[src/rtl/key_control_core.sv]
// rtl/key_control_core.sv - debounced four-key waveform selector
//
// Purpose:
//   Four active-low pushbuttons are synchronized, debounced independently and
//   turned into single press events. The lowest-indexed key with a press
//   event selects the waveform. The selection is held until another press.
//
// Ports:
//   sys_clk     in   system clock, all state updates on the rising edge
//   sys_rst     in   asynchronous active-high reset
//   key[3:0]    in   raw pushbuttons, 0 = pressed, asynchronous, may bounce
//   wave_select out  registered one-hot selection
//                    0001 sine, 0010 square, 0100 triangle, 1000 sawtooth
//                    0000 only after reset, before the first press
module key_control_core #(
   parameter int CNT_MAX = 999_999
) (
   input  logic       sys_clk,
   input  logic       sys_rst,
   input  logic [3:0] key,
   output logic [3:0] wave_select
);

   localparam int CW = (CNT_MAX < 1) ? 1 : $clog2(CNT_MAX + 1);
   localparam logic [CW-1:0] CNT_TOP  = CW'(CNT_MAX);
   localparam logic [CW-1:0] CNT_FIRE = CW'(CNT_MAX - 1);

   logic [3:0]          sync_a;
   logic [3:0]          sync_b;
   logic [3:0][CW-1:0]  cnt;
   logic [3:0]          press;
   logic [3:0]          next_select;

   // Two-flop synchronizer; reset to the released level so nothing looks
   // pressed while the keys are still being sampled after reset.
   always_ff @(posedge sys_clk or posedge sys_rst) begin
      if (sys_rst) begin
         sync_a <= 4'hF;
         sync_b <= 4'hF;
      end else begin
         sync_a <= key;
         sync_b <= sync_a;
      end
   end

   // Per-key stability counter: cleared whenever the synchronized level is
   // high, saturates at CNT_TOP so a long hold never wraps back into an event.
   for (genvar g = 0; g < 4; g++) begin : g_debounce
      always_ff @(posedge sys_clk or posedge sys_rst) begin
         if (sys_rst) begin
            cnt[g] <= '0;
         end else if (sync_b[g]) begin
            cnt[g] <= '0;
         end else if (cnt[g] != CNT_TOP) begin
            cnt[g] <= cnt[g] + 1'b1;
         end
      end

      // Fires on exactly one edge per stable press: the edge on which the
      // counter steps from CNT_FIRE to CNT_TOP.
      always_comb begin
         press[g] = !sync_b[g] && (cnt[g] == CNT_FIRE);
      end
   end

   // Lowest index wins: scan from the top so lower keys overwrite higher.
   always_comb begin
      next_select = wave_select;
      for (int i = 3; i >= 0; i--) begin
         if (press[i]) begin
            next_select = 4'b0001 << i;
         end
      end
   end

   always_ff @(posedge sys_clk or posedge sys_rst) begin
      if (sys_rst) begin
         wave_select <= 4'b0000;
      end else begin
         wave_select <= next_select;
      end
   end

endmodule

[config.mk]
export PLATFORM = sky130hd
export DESIGN_NAME = key_control_core
export DESIGN_NICKNAME = d
export VERILOG_FILES = /design/src/rtl/key_control_core.sv
export SDC_FILE = /design/constraint.sdc
export NUM_CORES = 1
export LEC_CHECK = 0
export CORE_MARGIN = 4
export CORE_UTILIZATION = 42
export DETAILED_ROUTE_END_ITERATION = 16
export SETUP_SLACK_MARGIN = 0.5
export SLEW_MARGIN = 5
export SYNTH_ARGS = -nofsm -noshare
export SYNTH_HDL_FRONTEND = slang
export SYNTH_SLANG_ARGS = --single-unit
export TNS_END_PERCENT = 20
[constraint.sdc]
create_clock -name sys_clk -period 3.9 [get_ports sys_clk]
set_input_delay 0.78 -clock sys_clk [delete_from_list [all_inputs] [get_ports sys_clk]]
set_output_delay 0.78 -clock sys_clk [all_outputs]
set_load 0.1 [all_outputs]
# --- Word level (Yosys, flattened, before mapping) ---
# Cells that the tools add are included.
word_totals:
  ff_bits: 92
  output_inout_bits: 4
op_classes:
  add_sub_neg: 4
  eq_ne: 8
  mux: 12
  n_reduce_logical: 13
ops:
  columns: ["cell", "n"]
  rows:
  - ["20-bit 2-to-1 mux", 8]
  - ["20-bit by 1-bit adder with 20-bit output, second input constant", 4]
  - ["20-bit equality test, second input constant", 4]
  - ["20-bit != test, second input constant", 4]
  - ["4-bit 2-to-1 mux", 4]
  - ["2-bit nonzero test", 4]
  - ["1-bit logical AND", 4]
  - ["1-bit logical NOT", 4]
  - ["4-bit nonzero test", 1]

# --- Logic depth before layout (Yosys ltp) ---
depth:
  depth_word: 6
  depth_mapped: 6

# --- Least setup slack after synthesis ---
# Ideal clock, no wire load.
synth_timing:
  path_type: "reg2reg"
  from: "register cnt[27] (netlist name)"
  to: "register cnt[24] (netlist name)"
  setup_time_ns: 0.125
  arrival_time_ns: 1.944
  required_time_ns: 3.775
  setup_slack_ns: 1.831
  path_stages_with_launch: 6
  n_path_buf: 0
  synth_period_minus_slack_ns: 2.069
  path_cell_list: "dfrtp_1 or4b_4 nor4_4 nand3_4 and4_4 mux2_4"
synth_between:
  elab_chain_cells: 2
synth_lines:
  columns: ["element", "line_no", "source"]
  rows:
  - ["from (decl)", "30", "logic [3:0][CW-1:0] cnt;"]
  - ["from (signal, indexed assignment)", "55", "cnt[g] <= cnt[g] + 1'b1;"]
  - ["20-bit != test", "54", "end else if (cnt[g] != CNT_TOP) begin"]
  - ["2-bit nonzero test (no line)", null, null]
# Every way passes these cells.
# A chain may end at the register's enable or synchronous reset.

# --- Final worst setup path ---
layout_timing:
  from: "register wave_select[3]"
  to: "output wave_select[3]"
layout_lines:
  columns: ["element", "line_no", "source"]
  rows:
  - ["from (decl)", "21", "output logic [3:0] wave_select"]
  - ["from (signal assigned)", "80", "wave_select <= next_select;"]
# No word-level cell between the ends.

==> metrics.csv <==
metric,value,unit
status,"finished, final reports clean",
starting density of the core,43.5,%
Yosys top cell by area,dfrtp_1,
GR peak layer,met2,
Area Growth Syn to Fin,10.5,%
Relative slew margins,35.3,%
final-report hold violation count,0,
vias per cell,5.36,
core area,10400,um2
Syn Area/Cell,10.2,um2
Peak Freq,380,MHz
Worst Skew,0.00974,ns
CTS Sinks,92,
CTS clock-pin slew for the worst setup and hold paths,0.09,ns
Yosys top cell area share,46.4,%
1st-iter DRT viols,175,
GRT Overall Usage,13.9,%
Final ANT Viol Nets,0,
"Seq/Total Area, Yosys",51.0,%
layout cells sized above 1,8.48,%
DRT Wirelength,8.11,mm
DIE WIDTH,112,um
CP Data Arrival Time,1.85,ns
Critical Path Start Type,register,
power density over the cells,363,nW/um2
grt total ovfl,0,
Max Cap Violations,0,
IO Port Bufs,9,
Synth Cell Area,4530,um2
unrepaired setup endpoints after global routing,false,
fin crit period,2.63,ns
Setup crit end kind,output pin,
hold_sp,sync_a[1],
Final Max Tran Viols,0,
die area,12500,um2
M3 GR Usage,2.93,%
CP bufs+invs,1,
"Slowest-stage cell, CP",clkdlybuf4s50_1,
CTS root buffer,clkbuf_8,
DR vias,3192,
Critical Path Max Stage Delay,1.13,ns
most common cell in the netlist,dfrtp_1,
"Async S/R FF share, synth",100,%
worst setup path class,reg -> out,
Top delay family on crit path,buffers and inverters,
Antenna Cells,0,
Synth area leaders,"dfrtp_1 (46%), xor2_1 (6.0%), nor2_1 (5.9%)",
met2 GRT Util,22.2,%
first-pass GRT wire length,14.6,mm
postcts setup bufs,0,
Max Root-Sink Buffers,2,
Synth Register Bits,92,
worst slew pin tran,0.967,ns
final instance count without filler cells,596,
worst-path cell chain,clkdlybuf4s50_1,
GR Layer Usage met1,18.9,%
fin nets,469,
worst-skew pair later-pin latency,0.36,ns
Netlist cell types,44,
syn nets,458,
placed cells,580,
DP Area,4770,um2
setup violators final,0,
TNS Setup,0,ns
cells after synthesis,444,
Hold Path Depth,0,
DRC,0,
Setup WS pre-CTS,1.65,ns
cells on worst reg2reg path,5,
GPL Wtd Cong,0.765,
Post-DP HPWL,5.38,mm
Post-synth EDFFs,0,
Multi-input gate area,2150,um2
cell area after layout,5010,um2
CTS H-tree depth,3,
largest net degree at the start of global routing,35,
VDD IR max,0.221,mV
terminus of the critical flop-to-flop path,cnt[24],
hold path endpoint,sync_b[1],
HP Class,reg -> reg,
vias in the first global route,3131,
register area,2310,um2
Tot Pwr,1.82,mW
Leak,2.06,nW
"Max FO, Critical Path",2,
reg-to-reg startpoint,cnt[26],
ranking of synthesized cells by instance count,"dfrtp_1 (84), nor2_1 (71), xor2_1 (31)",
top_reg_cell synth,dfrtp_1,
r2r setup slk,1.72,ns
CTS buffer count,9,
YS warnings,0,
iteration count of the initial detailed-routing pass,4,
CTS resizes,0,
part of the cycle the worst path needs,67.6,%
Die Y,112,um
FP Rows,37,
Setup WS post-layout,1.27,ns
hold buffers post-CTS,0,
Wirelength per Cell,13.6,um
CTS tree,yes,
FILL cells,978,
initial antenna violation count,0,
WP data required,3.12,ns
IO Count,10,
[routing by layer]
metal,up-vias,part of all wire (%)
li1,1604,-
met1,1549,49
met2,32,47
met3,7,2.4
met4,0,1.1
met5,-,0
[worst register-to-register path, cell delays in order, from the launching register on]
cell     delay [ns]
dfrtp_1        0.45
or4_4          0.57
nor4_4         0.39
nand3_4        0.17
and4_4         0.23
mux2_4         0.28
[through the flow]
stage / hold slack (ns) / utilization, %
floorplan: 0.345 / -
global placement: 0.347 / 45.8
detailed placement: 0.349 / 45.8
CTS: 0.361 / 48.1
global route: 0.370 / 48.1
finish: 0.360 / 48.1
[cells in the final DEF (no fill, tap or decap), drive strengths merged, types with 11 or more instances in the layout]
cell type / Yosys / layout
nand3: 30 / 30
nor3: 11 / 11
nor2: 71 / 71
and4: 12 / 12
nand4: 22 / 22
dfrtp: 84 / 84
nand2: 23 / 23
xnor2: 28 / 28
a21oi: 14 / 14
xor2: 31 / 31
[registers in the layout (all words and copies together) (netlist names)]
name and count:
cnt 80, sync_a 4, wave_select 4, sync_b 4
[kinds of logic (layout without fill, tap and decap cells)]
family	count (synthesis)	in the layout	synth area share [%]
compound gates	43	43	5.72
mux	2	2	0.580
buf+inv	19	35	1.57
fa+ha+maj	8	8	2.21
xor+xnor	59	59	11.4
flops	92	92	51.0
simple gates	221	221	27.5
[worst max path at each step]
| stage | from | end | cells after the start | slack (ns) |
|---|---|---|---|---|
| after floorplan | sys_rst | cnt[0] | 1 | 0.74 |
| after global placement | wave_select[2] | wave_select[2] | 1 | 1.66 |
| after detailed placement | wave_select[3] | wave_select[3] | 1 | 1.65 |
| after CTS | wave_select[3] | wave_select[3] | 1 | 1.24 |
| after global routing | wave_select[3] | wave_select[3] | 1 | 1.21 |
| final | wave_select[3] | wave_select[3] | 1 | 1.27 |
[where the power goes]
group          internal [mW]  total [mW]  switching (mW)
logic                 0.0188      0.0480          0.0291
clock network          0.423       0.768           0.344
registers              0.971        1.00          0.0287
[area by class of cell]
cell class / instances / area share [%]
Multi-Input combinational cell: 333 / 42.9
Clock buffer: 9 / 2.47
Tap cell: 136 / 3.40
Clock inverter: 7 / 2.30
Inverter: 8 / 0.625
Sequential cell: 92 / 46.2
Timing Repair Buffer: 11 / 2.10
Note: power is estimated with default switching activity, not from simulation.
